[config.mk]
export PLATFORM = sky130hd
export DESIGN_NAME = halftone_stream_converter
export DESIGN_NICKNAME = d
export VERILOG_FILES = /design/src/rtl/halftone_stream_converter.sv
export SDC_FILE = /design/constraint.sdc
export NUM_CORES = 1
export LEC_CHECK = 0
export ABC_CLOCK_PERIOD_IN_PS = 19800
export CAP_MARGIN = 20
export CORE_UTILIZATION = 50
export CTS_CLUSTER_DIAMETER = 200
export CTS_CLUSTER_SIZE = 12
export DETAILED_ROUTE_END_ITERATION = 8
export GPL_TIMING_DRIVEN = 0
export PLACE_DENSITY = 0.74
export SYNTH_ARGS = -nofsm -noshare
export SYNTH_HDL_FRONTEND = slang
export SYNTH_SLANG_ARGS = --single-unit
[constraint.sdc]
create_clock -name clk_i -period 19.8 [get_ports clk_i]
set_input_delay 3.96 -clock clk_i [delete_from_list [all_inputs] [get_ports clk_i]]
set_output_delay 3.96 -clock clk_i [all_outputs]
set_load 0.05 [all_outputs]
[src/rtl/halftone_stream_converter.sv]
// Streaming error-diffusion halftoner: raster pixels in, one thresholded bit per pixel out.
// Define HT_WHITE_COUNT_EN to add white_cnt_o, a per-frame count of emitted white bits.
module halftone_stream_converter #(
  parameter int PIXEL_W = 8,
  parameter int IMG_W   = 8,
  parameter int IMG_H   = 6,
  parameter int THRESH  = 128,
  parameter int W_L     = 2,
  parameter int W_UL    = 8,
  parameter int W_U     = 4,
  parameter int W_UR    = 2,
  parameter int W_SHIFT = 4
) (
  input  logic               clk_i,
  input  logic               rst_n,
  input  logic               start_i,
  input  logic               pix_valid_i,
  output logic               pix_ready_o,
  input  logic [PIXEL_W-1:0] pix_data_i,
  output logic               ht_valid_o,
  input  logic               ht_ready_i,
  output logic               ht_bit_o,
  output logic               ht_sof_o,
  output logic               ht_eol_o,
  output logic               ht_eof_o,
  output logic               busy_o,
  output logic               done_o
`ifdef HT_WHITE_COUNT_EN
  ,
  output logic [$clog2(IMG_W*IMG_H+1)-1:0] white_cnt_o
`endif
);

  localparam int EW   = PIXEL_W + 2;
  localparam int CW   = (IMG_W > 1) ? $clog2(IMG_W) : 1;
  localparam int RW   = (IMG_H > 1) ? $clog2(IMG_H) : 1;
  localparam int MAXV = (2 ** PIXEL_W) - 1;
  localparam int EMAX = (2 ** (EW - 1)) - 1;
  localparam int EMIN = -(2 ** (EW - 1));

  typedef enum logic [1:0] {IDLE, RUN, DONE} state_t;

  state_t                state_reg, state_next;
  logic [CW-1:0]         col_reg;
  logic [RW-1:0]         row_reg;
  logic signed [EW-1:0]  left_reg;
  logic signed [EW-1:0]  ul_reg;
  logic                  eof_acc_reg;
  logic                  valid_reg, bit_reg, sof_reg, eol_reg, eof_reg;

  logic signed [EW-1:0]  line_buf [IMG_W];

  logic                  accept, start_run;
  logic                  first_col, last_col, first_row, last_row;
  logic [CW-1:0]         col_up;
  logic signed [EW-1:0]  eu_raw, eur_raw;
  logic signed [EW-1:0]  e_l, e_ul, e_u, e_ur;
  logic signed [31:0]    e_sum, cpv, err_full;
  logic                  bit_c;
  logic signed [EW-1:0]  err_sat;

  always_ff @(posedge clk_i or negedge rst_n) begin
    if (!rst_n) state_reg <= IDLE;
    else        state_reg <= state_next;
  end

  always_comb begin
    state_next  = state_reg;
    pix_ready_o = 1'b0;
    busy_o      = 1'b0;
    done_o      = 1'b0;
    case (state_reg)
      IDLE: if (start_i) state_next = RUN;
      RUN: begin
        busy_o      = 1'b1;
        pix_ready_o = (!valid_reg || ht_ready_i) && !eof_acc_reg;
        if (valid_reg && ht_ready_i && eof_reg) state_next = DONE;
      end
      DONE: begin
        done_o     = 1'b1;
        state_next = IDLE;
      end
      default: state_next = IDLE;
    endcase
  end

  assign accept    = pix_valid_i && pix_ready_o;
  assign start_run = (state_reg == IDLE) && start_i;

  assign first_col = (col_reg == '0);
  assign last_col  = (col_reg == CW'(IMG_W - 1));
  assign first_row = (row_reg == '0);
  assign last_row  = (row_reg == RW'(IMG_H - 1));

  // Up-right tap is unused on the last column, so clamp its address in range.
  assign col_up  = last_col ? col_reg : col_reg + CW'(1);
  assign eu_raw  = line_buf[col_reg];
  assign eur_raw = line_buf[col_up];

  assign e_l  = first_col                ? '0 : left_reg;
  assign e_ul = (first_col || first_row) ? '0 : ul_reg;
  assign e_u  = first_row                ? '0 : eu_raw;
  assign e_ur = (first_row || last_col)  ? '0 : eur_raw;

  assign e_sum = (W_L  * 32'(e_l) + W_UL * 32'(e_ul) +
                  W_U  * 32'(e_u) + W_UR * 32'(e_ur)) >>> W_SHIFT;
  assign cpv      = $signed(32'(pix_data_i)) + e_sum;
  assign bit_c    = (cpv >= THRESH);
  assign err_full = cpv - (bit_c ? MAXV : 0);

  always_comb begin
    err_sat = EW'(err_full);
    if (err_full > EMAX)      err_sat = EW'(EMAX);
    else if (err_full < EMIN) err_sat = EW'(EMIN);
  end

  // Contents are don't-care after reset; row 0 masks every read.
  always_ff @(posedge clk_i) begin
    if (accept) line_buf[col_reg] <= err_sat;
  end

  always_ff @(posedge clk_i or negedge rst_n) begin
    if (!rst_n) begin
      col_reg     <= '0;
      row_reg     <= '0;
      left_reg    <= '0;
      ul_reg      <= '0;
      eof_acc_reg <= 1'b0;
      valid_reg   <= 1'b0;
      bit_reg     <= 1'b0;
      sof_reg     <= 1'b0;
      eol_reg     <= 1'b0;
      eof_reg     <= 1'b0;
    end else begin
      if (start_run) begin
        col_reg     <= '0;
        row_reg     <= '0;
        left_reg    <= '0;
        ul_reg      <= '0;
        eof_acc_reg <= 1'b0;
      end else if (accept) begin
        left_reg <= err_sat;
        // Old row-(r-1) value of this column becomes next pixel's up-left tap.
        ul_reg   <= eu_raw;
        if (last_col) begin
          col_reg <= '0;
          row_reg <= last_row ? '0 : row_reg + RW'(1);
        end else begin
          col_reg <= col_reg + CW'(1);
        end
        eof_acc_reg <= last_col && last_row;
      end

      if (accept) begin
        valid_reg <= 1'b1;
        bit_reg   <= bit_c;
        sof_reg   <= first_col && first_row;
        eol_reg   <= last_col;
        eof_reg   <= last_col && last_row;
      end else if (ht_ready_i) begin
        valid_reg <= 1'b0;
      end
    end
  end

  assign ht_valid_o = valid_reg;
  assign ht_bit_o   = bit_reg;
  assign ht_sof_o   = sof_reg;
  assign ht_eol_o   = eol_reg;
  assign ht_eof_o   = eof_reg;

`ifdef HT_WHITE_COUNT_EN
  localparam int WCW = $clog2(IMG_W * IMG_H + 1);
  logic [WCW-1:0] white_cnt_reg;

  always_ff @(posedge clk_i or negedge rst_n) begin
    if (!rst_n)                                   white_cnt_reg <= '0;
    else if (start_run)                           white_cnt_reg <= '0;
    else if (valid_reg && ht_ready_i && bit_reg)  white_cnt_reg <= white_cnt_reg + WCW'(1);
  end

  assign white_cnt_o = white_cnt_reg;
`endif

endmodule

**Yosys cells after proc, flatten, opt, wreduce, memory -nomap -nowiden**

Memories as Yosys holds them, arrays and structs flattened.
Index checks and enable logic that the tools add are counted.

- Input port bits: 13
- Register bits: 34
- Memories kept: 1
- Logic and storage cells: 79
- RAM bits: 80
- Output and inout port bits: 8

- Equal/unequal tests: 6
- Reductions and logical operators: 20
- $add $sub $neg: 7
- Mux-type cells: 31
- $lt $le $gt $ge: 3

Memories:

| memory | depth | bits a word | read ports | clocked after memory_dff | wr ports | line | source |
|---|---|---|---|---|---|---|---|
| line_buf | 8 | 10 | 2 | 0 | 1 | 51 | `logic signed [EW-1:0] line_buf [IMG_W];` |

Operators with widths:

| cell | number |
|---|---|
| two-way mux 10 bit | 10 |
| two-way mux 3 bit | 8 |
| adder 15 x 11 -> 16 bit | 1 |
| adder 14 x 12 -> 15 bit | 1 |
| adder 11 x 13 -> 14 bit | 1 |
| greater-than comparator 14 x 10 -> 1 bit, second input constant | 1 |
| < comparator 14 x 10 -> 1 bit, second input constant | 1 |
| subtractor 13 x 9 -> 14 bit | 1 |
| adder 9 x 12 -> 13 bit | 1 |
| >= comparator 13 x 9 -> 1 bit, second input constant | 1 |
| two-way mux 1 bit | 9 |
| two-way mux 8 bit | 1 |
| logical AND 1 bit | 7 |
| adder 3 x 1 -> 3 bit, second input constant | 2 |
| == test 3 bit, second input constant | 2 |
| logical NOT 3 bit | 2 |
| nonzero test 2 bit | 3 |
| two-way mux 2 bit | 2 |
| inequality test 2 bit, second input constant | 2 |
| case mux 2 bit (2 select lines) | 1 |
| AND reduction 2 bit | 2 |
| logical OR 1 bit | 3 |
| == test 2 x 1 -> 1 bit, second input constant | 1 |
| == test 2 bit, second input constant | 1 |
| other kinds (2) | 3 |

**Longest topological paths before layout**

Gate-level depths: netlist of the first run.

- Depth after elaboration: 15
- Depth in mapped cells: 41
- Gate-level depth less buffers: 39

**Least setup slack after synthesis of the first run**

OpenSTA, ideal clock, no wires.

- Kind: reg-to-reg
- Start: register col_reg[0]
- End: memory line_buf[0][0] (netlist name), data pin
- Data required time: 19535 ps
- Arrival: 8870 ps
- Cell stages (with the launch flop): 38
- Library setup time: 265 ps
- Path buffers: 5
- Period minus slack after synthesis: 9135 ps
- Path slack: 10665 ps
- Path through: dfrtp_1 clkbuf_1 clkinv_1 ha_1 buf_6 buf_1 mux4_2 mux2i_1 nor2_1 fa_1 and3b_1 nand4_1 nor2_1 inv_1 fa_1 nor2b_1 o21a_1 nor2_1 [2 not listed] o21a_1 o31a_1 o21ai_0 a21oi_1 o21a_1 a2111o_1 o21a_2 buf_1 fa_1 nor3_1 nor2b_1 a221oi_4 o211ai_4 a31oi_4 xor2_1 o31a_4 buf_6 o21ai_0

- Word-level cells in the longest chain between the ends: 13
- Elaborated cells between the ends (all ways): 22
- Classes of those cells: add/sub: 6; order compare: 3; eq/ne: 1; mux: 8; reduce/logical: 3; memory: 1

RTL lines:

| what | line | source |
|---|---|---|
| start: declaration | 44 | `logic [CW-1:0] col_reg;` |
| start signal: assignment | 149 | `col_reg <= col_reg + CW'(1);` |
| logical NOT 3 bit | 90 | `assign first_col = (col_reg == '0);` |
| logical OR 1 bit | 101 | `assign e_ul = (first_col \|\| first_row) ? '0 : ul_reg;` |
| two-way mux 10 bit | 101 |  |
| adder 11 x 13 -> 14 bit | 105 | `assign e_sum = (W_L * 32'(e_l) + W_UL * 32'(e_ul) +` |
| adder 14 x 12 -> 15 bit | 105 |  |
| adder 15 x 11 -> 16 bit (*) | 106 | `W_U * 32'(e_u) + W_UR * 32'(e_ur)) >>> W_SHIFT;` |
| adder 9 x 12 -> 13 bit (*) | 107 | `assign cpv = $signed(32'(pix_data_i)) + e_sum;` |
| >= comparator 13 x 9 -> 1 bit | 108 | `assign bit_c = (cpv >= THRESH);` |
| two-way mux 8 bit | 109 | `assign err_full = cpv - (bit_c ? MAXV : 0);` |
| subtractor 13 x 9 -> 14 bit (*) | 109 |  |
| < comparator 14 x 10 -> 1 bit | 114 | `else if (err_full < EMIN) err_sat = EW'(EMIN);` |
| two-way mux 10 bit | 114 |  |
| two-way mux 10 bit (*) | 113 | `if (err_full > EMAX) err_sat = EW'(EMAX);` |
| named net err_sat[0] | 60 | `logic signed [EW-1:0] err_sat;` |
| end: declaration | 51 |  |

Mark *: on every way through the listed nets, which the timed path passes. The rest lies on a longest branch.

**Worst setup path after layout of the first run**

- Start: register col_reg[0]
- End: memory line_buf[4][6] (netlist name), data pin

The elaborated chain is that of the path after synthesis.

==> flow_summary.toml, run 1 <==
[placed_design]
place_hpwl_mm = 15.7
post_dp_cell_area_sq_um = 8440
dp_cells = 955
gp_congestion = 0.925
pre_cts_ws_ps = 8170
io_buffers = 20

[floorplan]
rows = 45
die_h_um = 128
dieWidth_um = 128
io_pins = 21
start_util_pct = 51.5
core_sq_um = 15300
die_area_sq_um = 16300

[cells_and_area]
n_antenna_cell = 0
syn_to_final_growth_pct = 14.4
nNetsFinal = 828
drive_above_1_share_pct = 13.3
largest_reg_flops = 80
stdcell_area_sq_um = 9010
final_cells = 986

[critical_path]
cp.buffers_inverters = 9
slowest_stage = "o21ai_0"
path_common_cell = "nor2_1"
ff2ff_setup_slack_ps = 7950
reg2reg_from = "col_reg[0]$_DFFE_PN0P_"
crit_family = "compound AO/OA/AOI/OAI gates"
required_ps = 19860
crit_type = "flop to flop"
worstRegToRegCells = 39
cp.arrival_ps = 11910
critPathMaxStageDelay_ps = 810
crit_fanout = 11
r2r-end = "line_buf[4][6]$_DFFE_PP_"
worstSetupStartpointType = "flop"
end_kind = "flop"

[grt]
grt_max_degree = 35
grt_pass1_vias = 6181
grt_usage_pct = 27.7
globalRouteOverflowTotal = 0
grt_pass1_wl_mm = 33.7
grt_antenna_before_repair = 0

[sta]
setup_viol = 0
maxSlewViolCount = 0
max_slew_margin_pct = 30.7
skew_ps = 9.23
rsz0062_at_grt = "false"
worst_pin_slew_ps = 1030
period_share_pct = 59.8
fin_setup_tns_ps = 0
hold_viol = 0
fin_ws_ps = 7950
max_freq_mhz = 84.4
fin_crit_ps = 11850

[worst_hold_path]
hold_end = "ht_eol_o$_DFFE_PN0P_"
min_from = "ht_eol_o$_DFFE_PN0P_"
hold_path_depth = 2
hold_class = "flop to flop"

[synthesis]
synth_largest_area_cell = "edfxtp_1"
synth_edf_count = 80
ys_top_cells_by_area = "edfxtp_1 30%, dfrtp_1 11%, fa_1 6.4%, mux4_2 5.7%, nand2_1 4.8%"
synth_seq_area_share_pct = 41.3
syn_nets = 782
synth_top_area_share_pct = 30.5
synthTopCellsByCount = "101 x nand2_1, 80 x edfxtp_1, 55 x nor2_1, 38 x inv_1, 34 x dfrtp_1"
ys_types = 87
synthCells = 717
synth_ff_type = "edfxtp_1"
ys_async_sr_fraction_pct = 29.8
syn_area_sq_um = 7880
synth_most_common_cell = "nand2_1"
ys_ff_latch = 114
syn_area_per_cell_sq_um = 11.0
yosysWarnings = 0

[status]
status = "finished clean"

[cts]
cts_hold_repair.buffers = 0
cts_sinks = 114
clock_latency_ps = 410
cts_setup_buffers = 0
root_buffer = "clkbuf_16"
cts_resized = 0
htreeDepth = 4
cts_buffer_depth = 2
clk_pin_slew_ps = 50
cts_tree = "built"
cts_buffers = 17

[drt]
post_drt_via_cell_ratio = 6.30
routedWlPerCell_um = 21.5
num_vias = 6208
dr.pass1.iters = 5
final_antenna_net_count = 0
drc = 0
drt-total-wl_mm = 21.2
drt_iter0_markers = 845

[run]
cap_violations = 0
per-layer routing:
| layer | vias up | wire length [um] | GRT usage [%] |
|---|---|---|---|
| li1 | 2762 | - | - |
| met1 | 3011 | 8530 | 35.3 |
| met2 | 364 | 9920 | 44.5 |
| met3 | 71 | 2020 | 7.50 |
| met4 | 0 | 765 | 12.5 |
| met5 | - | 0 | 0 |
how the worst max path moves through the flow:
stage                                       from                        to  slack (ps)  cells after the start
final                     col_reg[0]$_DFFE_PN0P_  line_buf[4][6]$_DFFE_PP_        7950                     39
after global routing      col_reg[0]$_DFFE_PN0P_  line_buf[2][2]$_DFFE_PP_        7130                     39
after CTS                 col_reg[0]$_DFFE_PN0P_  line_buf[1][6]$_DFFE_PP_        8110                     39
after detailed placement  col_reg[0]$_DFFE_PN0P_  line_buf[0][6]$_DFFE_PP_        8170                     39
after global placement    col_reg[0]$_DFFE_PN0P_  line_buf[6][6]$_DFFE_PP_        8590                     35
after floorplan           col_reg[0]$_DFFE_PN0P_  line_buf[0][0]$_DFFE_PP_       10670                     37
stage by stage:
step           util (%)  hold slack [ps]
6_report           58.8              488
3_3_place_gp       54.5              462
3_5_place_dp       55.1              468
2_1_floorplan         -              448
5_1_grt            58.8              524
4_1_cts            58.8              481
layout by cell type (no fill, tap or decap), types with 6 or more instances in the layout:
cell type        instances
a21oi_1                 22
nand3_1                 24
buf_6                    9
inv_1                   38
clkbuf_16               17
and3_1                   9
clkdlybuf4s50_1         19
nand2_1                101
fa_1                    25
mux2i_1                 14
buf_1                    7
nor2b_1                  8
xor2_1                   9
nand2b_1                 7
edfxtp_1                80
nor2_1                  55
and2_1                   8
dfrtp_1                 34
mux4_1                   8
o21ai_0                 31
clkbuf_1                20
mux4_2                  20
xnor2_1                 20
o21a_1                   8
nand4_1                  6
o311ai_1                 7
nor3_1                  11
ha_1                    27
mux2_2                   7
a31oi_1                  7
worst min-delay path, stage by stage (launching register included):
cell and delay, ps:
dfrtp_1 350, nand2_1 50, nand2_1 60
final cells by class:
cell class	instances	area [sq um]
fillers	1210	6300
multi-input cells	532	4360
flip-flops and latches	114	3250
clock buffers	19	433
repair buffers	27	274
well taps	211	264
inverters	42	160
clock inverters	12	141
plain buffers	29	126
cells by family after synthesis:
logic type,share of synthesized area [%]
simple gates,15.0
compound gates,14.6
flops,41.3
buf+inv,3.64
fa+ha+maj,10.6
mux,11.4
xor+xnor,3.43
Power of run 1 is not shown: default switching activity piles up to over one toggle a cycle in this logic, so the estimate is an artifact.
==> run 2, diff against run 1 <==
--- a/config.mk
+++ b/config.mk
@@ -5,7 +5,7 @@
 export SDC_FILE = /design/constraint.sdc
 export NUM_CORES = 1
 export LEC_CHECK = 0
-export ABC_CLOCK_PERIOD_IN_PS = 19800
+export ABC_CLOCK_PERIOD_IN_PS = 12100
 export CAP_MARGIN = 20
 export CORE_UTILIZATION = 50
 export CTS_CLUSTER_DIAMETER = 200
==> constraint.sdc (replaced) <==
create_clock -name clk_i -period 12.1 [get_ports clk_i]
set_input_delay 2.42 -clock clk_i [delete_from_list [all_inputs] [get_ports clk_i]]
set_output_delay 2.42 -clock clk_i [all_outputs]
set_load 0.05 [all_outputs]
==> run 2 against run 1 <==
Net effect: utilization barely moved; cell count decreased by 0.10%; non-clock buffer count decreased by 1; fmax increased by 4.5%; clock-buffer cell count unchanged; sequential share of layout area barely moved; critical path type unchanged.
==> flow_summary.toml, run 2 (synthesized netlist as in run 1, its figures left out) <==
[status]
status = "finished clean"

[cells_and_area]
syn_to_final_growth_pct = 14.3
n_antenna_cell = 0
final_cell_mix = "101 x nand2_1, 80 x edfxtp_1, 55 x nor2_1"
mostFrequentLayoutCell = "nand2_1"
drive_above_1_share_pct = 13.4
nNetsFinal = 827
largest_reg_flops = 80

[floorplan]
start_util_pct = 51.5
io_pins = 21
die_area_sq_um = 16300
core_sq_um = 15300
dieWidth_um = 128
die_h_um = 128
rows = 45

[critical_path]
cp.buffers_inverters = 8
reg2reg_from = "col_reg[0]$_DFFE_PN0P_"
slowest_stage = "mux2i_4"
end_kind = "flop"
crit_family = "compound AO/OA/AOI/OAI gates"
worstSetupStartpointType = "flop"
crit_fanout = 19
crit_start = "col_reg[0]$_DFFE_PN0P_"
cp.arrival_ps = 11460
path_common_cell = "inv_1"
required_ps = 12220
critPathMaxStageDelay_ps = 680
crit_type = "flop to flop"

[sta]
maxSlewViolCount = 0
setup_viol = 0
fin_crit_ps = 11340
rsz0062_at_grt = "false"
max_freq_mhz = 88.2
fin_setup_tns_ps = 0
hold_viol = 0
skew_ps = 9.35
worst_pin_slew_ps = 833
max_slew_margin_pct = 43.3
period_share_pct = 93.7

[cts]
cts_buffers = 17
root_buffer = "clkbuf_16"
clk_pin_slew_ps = 50
cts_buffer_depth = 2
clock_latency_ps = 410
htreeDepth = 4
cts_sinks = 114
cts_tree = "built"
cts_setup_buffers = 0

[drt]
routedWlPerCell_um = 21.7
num_vias = 6199
final_antenna_net_count = 0
drc = 0
dr.pass1.iters = 5
drt_iter0_markers = 826
post_drt_via_cell_ratio = 6.29
drt-total-wl_mm = 21.4

[run]
cap_violations = 0

[grt]
grt_pass1_vias = 6181
grt_usage_pct = 27.7
grt_max_degree = 35
grt_pass1_wl_mm = 33.7
globalRouteOverflowTotal = 0
grt_antenna_before_repair = 0

[worst_hold_path]
hold_class = "flop to flop"
min_from = "ht_eol_o$_DFFE_PN0P_"

[placed_design]
gp_congestion = 0.925
place_hpwl_mm = 15.7
io_buffers = 20
## run 2: cell types whose count changed in the layout (fill, tap and decap cells not counted), sizes merged
| cell | before | now |
|---|---|---|
| buf | 19 | 18 |
## run 2: final cells by class
type,count,area [sq um]
Multi-Input combinational cell,532,4360
Sequential cell,114,3250
Buffer,28,124
Clock inverter,12,141
Tap cell,211,264
Timing Repair Buffer,27,274
Clock buffer,19,433
Fill cell,1210,6300
Inverter,42,160
## run 2: worst reg2reg max path: cells and delay by family (launching register included)
kind,cells,cell delay (ps)
and+or+nand+nor,10,1680
adders and majority gates,6,2210
buffers and inverters,8,2050
muxes,4,1650
xor gates and xnor gates,2,420
AOI/OAI and AO/OA,10,2710
DFF,1,350
## run 2: repair_timing
item                       in CTS  in global routing
gates resized for setup         0                 10
hold buffers                    0                  0
setup endpoints to repair       0                 64
## run 2: per-layer routing
| layer | vias to the layer above | global-route usage [%] | wire length [um] |
|---|---|---|---|
| li1 | 2751 | - | - |
| met2 | 347 | 44.5 | 9980 |
| met5 | - | 0 | 0 |
| met4 | 0 | 12.5 | 709 |
| met3 | 68 | 7.50 | 2060 |
| met1 | 3033 | 35.3 | 8600 |
## run 2: worst paths after layout
kind                                            end  slack (ps)  depth (start not counted)
setup reg to reg           line_buf[6][4]$_DFFE_PP_         760                         40
max in group asynchronous   left_reg[8]$_DFFE_PN0P_        9520                          1
hold / removal                 ht_eol_o$_DFFE_PN0P_         490                          2
min in group asynchronous   eof_acc_reg$_DFFE_PN0P_        2090                          1
setup / recovery           line_buf[6][4]$_DFFE_PP_         760                         40
hold reg to reg                ht_eol_o$_DFFE_PN0P_         490                          2
## run 2: through the flow
stage | cell area, sq um | std cells | worst slack, ps | util (%) | hold slack (ps)
after detailed placement | 8440 | 955 | 473 | 55.1 | 468
final | 9010 | 985 | 763 | 58.8 | 488
after global placement | 8340 | 948 | 889 | 54.5 | 462
after floorplan | 7880 | 717 | 2970 | - | 448
after CTS | 9010 | 986 | 406 | 58.8 | 481
after global routing | 9010 | 985 | 33.2 | 58.8 | 524
Power of run 2 is left out for the same reason.
==> run 3, diff against run 2 <==
--- a/config.mk
+++ b/config.mk
@@ -7,12 +7,12 @@
 export LEC_CHECK = 0
 export ABC_CLOCK_PERIOD_IN_PS = 12100
 export CAP_MARGIN = 20
-export CORE_UTILIZATION = 50
+export CORE_UTILIZATION = 45
 export CTS_CLUSTER_DIAMETER = 200
 export CTS_CLUSTER_SIZE = 12
 export DETAILED_ROUTE_END_ITERATION = 8
 export GPL_TIMING_DRIVEN = 0
-export PLACE_DENSITY = 0.74
+export PLACE_DENSITY = 0.68
 export SYNTH_ARGS = -nofsm -noshare
 export SYNTH_HDL_FRONTEND = slang
 export SYNTH_SLANG_ARGS = --single-unit
==> run 3 against run 2 <==
Net effect: register-to-register slack better by 290 ps; clock skew down 1.3 ps; die area rose by 11%; critical path depth down 1; largest cell class unchanged; cell count increased by 1.6%; critical path type unchanged.
==> flow_summary.toml, run 3 (synthesized netlist as in run 1, its figures left out) <==
[grt]
grt_antenna_before_repair = 0
grt_max_degree = 35
grt_pass1_wl_mm = 33.2
globalRouteOverflowTotal = 0
grt_pass1_vias = 6053
grt_usage_pct = 24.7

[critical_path]
slowest_stage = "mux4_2"
required_ps = 12220
worstSetupStartpointType = "flop"
worstRegToRegCells = 39
crit_fanout = 11
cp.arrival_ps = 11170
reg2reg_from = "col_reg[0]$_DFFE_PN0P_"
ff2ff_setup_slack_ps = 1050
crit_type = "flop to flop"
r2r-end = "line_buf[3][6]$_DFFE_PP_"
critPathMaxStageDelay_ps = 560
end_kind = "flop"

[cts]
cts_hold_repair.buffers = 0
clock_latency_ps = 420
clk_pin_slew_ps = 50
cts_sinks = 114
cts_buffers = 17
cts_setup_buffers = 0
htreeDepth = 4
cts_resized = 0
cts_buffer_depth = 2
cts_tree = "built"
root_buffer = "clkbuf_16"

[sta]
max_freq_mhz = 90.5
max_slew_margin_pct = 47.4
maxSlewViolCount = 0
skew_ps = 8.10
fin_setup_tns_ps = 0
worst_pin_slew_ps = 789
setup_viol = 0
fin_crit_ps = 11050
hold_viol = 0
rsz0062_at_grt = "false"
period_share_pct = 91.3

[floorplan]
die_h_um = 134
start_util_pct = 45.9
core_sq_um = 17200
rows = 48
die_area_sq_um = 18000
io_pins = 21
dieWidth_um = 134

[cells_and_area]
nNetsFinal = 828
largest_reg_flops = 80
drive_above_1_share_pct = 14.0
final_cell_mix = "101 x nand2_1, 80 x edfxtp_1, 55 x nor2_1"
n_antenna_cell = 0
syn_to_final_growth_pct = 15.0
mostFrequentLayoutCell = "nand2_1"

[worst_hold_path]
hold_end = "ht_sof_o$_DFFE_PN0P_"
hold_path_depth = 2
hold_class = "flop to flop"
min_from = "ht_sof_o$_DFFE_PN0P_"

[drt]
drt-total-wl_mm = 21.4
final_antenna_net_count = 0
dr.pass1.iters = 8
num_vias = 6144
routedWlPerCell_um = 21.4
drc = 0
drt_iter0_markers = 620
post_drt_via_cell_ratio = 6.14

[run]
cap_violations = 0

[placed_design]
gp_congestion = 0.940
place_hpwl_mm = 15.9
io_buffers = 20

[status]
status = "finished clean"
run 3: cell count changes in the layout (fill, tap and decap cells not counted), moves of 2 or more:
cell	before	now
clkinvlp_4	2	4
clkinv_2	4	1
inv_6	0	3
clkinv_4	1	3
clkbuf_1	19	17
run 3: per-layer routing:
metal  up-vias  GRT usage (%)  part of all wire, %
li1       2763              -                    -
met1      3016           32.2                   40
met2       312           39.2                   48
met3        53           5.90                  9.2
met4         0           11.0                  3.2
met5         -              0                    0
run 3: final cells by class:
| class | count | area [sq um] |
|---|---|---|
| Clock buffer | 17 | 425 |
| Buffer | 29 | 129 |
| Inverter | 42 | 160 |
| Multi-Input combinational cell | 532 | 4360 |
| Clock inverter | 15 | 181 |
| Sequential cell | 114 | 3250 |
| Timing Repair Buffer | 27 | 270 |
| Fill cell | 1489 | 8120 |
| Tap cell | 225 | 282 |
run 3: worst max-delay path by stage:
| stage | cells after the start | startpoint | end |
|---|---|---|---|
| after floorplan | 37 | col_reg[0]$_DFFE_PN0P_ | line_buf[0][0]$_DFFE_PP_ |
| after global placement | 39 | col_reg[0]$_DFFE_PN0P_ | line_buf[0][6]$_DFFE_PP_ |
| after detailed placement | 39 | col_reg[0]$_DFFE_PN0P_ | line_buf[2][6]$_DFFE_PP_ |
| after CTS | 39 | col_reg[0]$_DFFE_PN0P_ | line_buf[1][6]$_DFFE_PP_ |
| after global routing | 39 | col_reg[0]$_DFFE_PN0P_ | line_buf[1][6]$_DFFE_PP_ |
| final | 39 | col_reg[0]$_DFFE_PN0P_ | line_buf[3][6]$_DFFE_PP_ |
run 3: critical path, delay by kind of cell, from the launching register on:
family	cells	cell delay, ps
mux	3	1050
simple gates	11	1770
fa+ha+maj	5	2030
xor+xnor	2	410
compound gates	9	2580
buf+inv	9	2540
flops	1	350
run 3: through the flow:
stage	setup slack [ps]	util [%]	area, sq um	instances	hold slack [ps]
2_1_floorplan	2970	-	7880	717	448
4_1_cts	460	52.7	9050	1000	485
5_1_grt	195	52.8	9060	1001	512
3_3_place_gp	767	48.7	8360	962	464
6_report	1050	52.8	9060	1001	481
3_5_place_dp	493	49.1	8440	968	474
Power of run 3 is left out for the same reason.
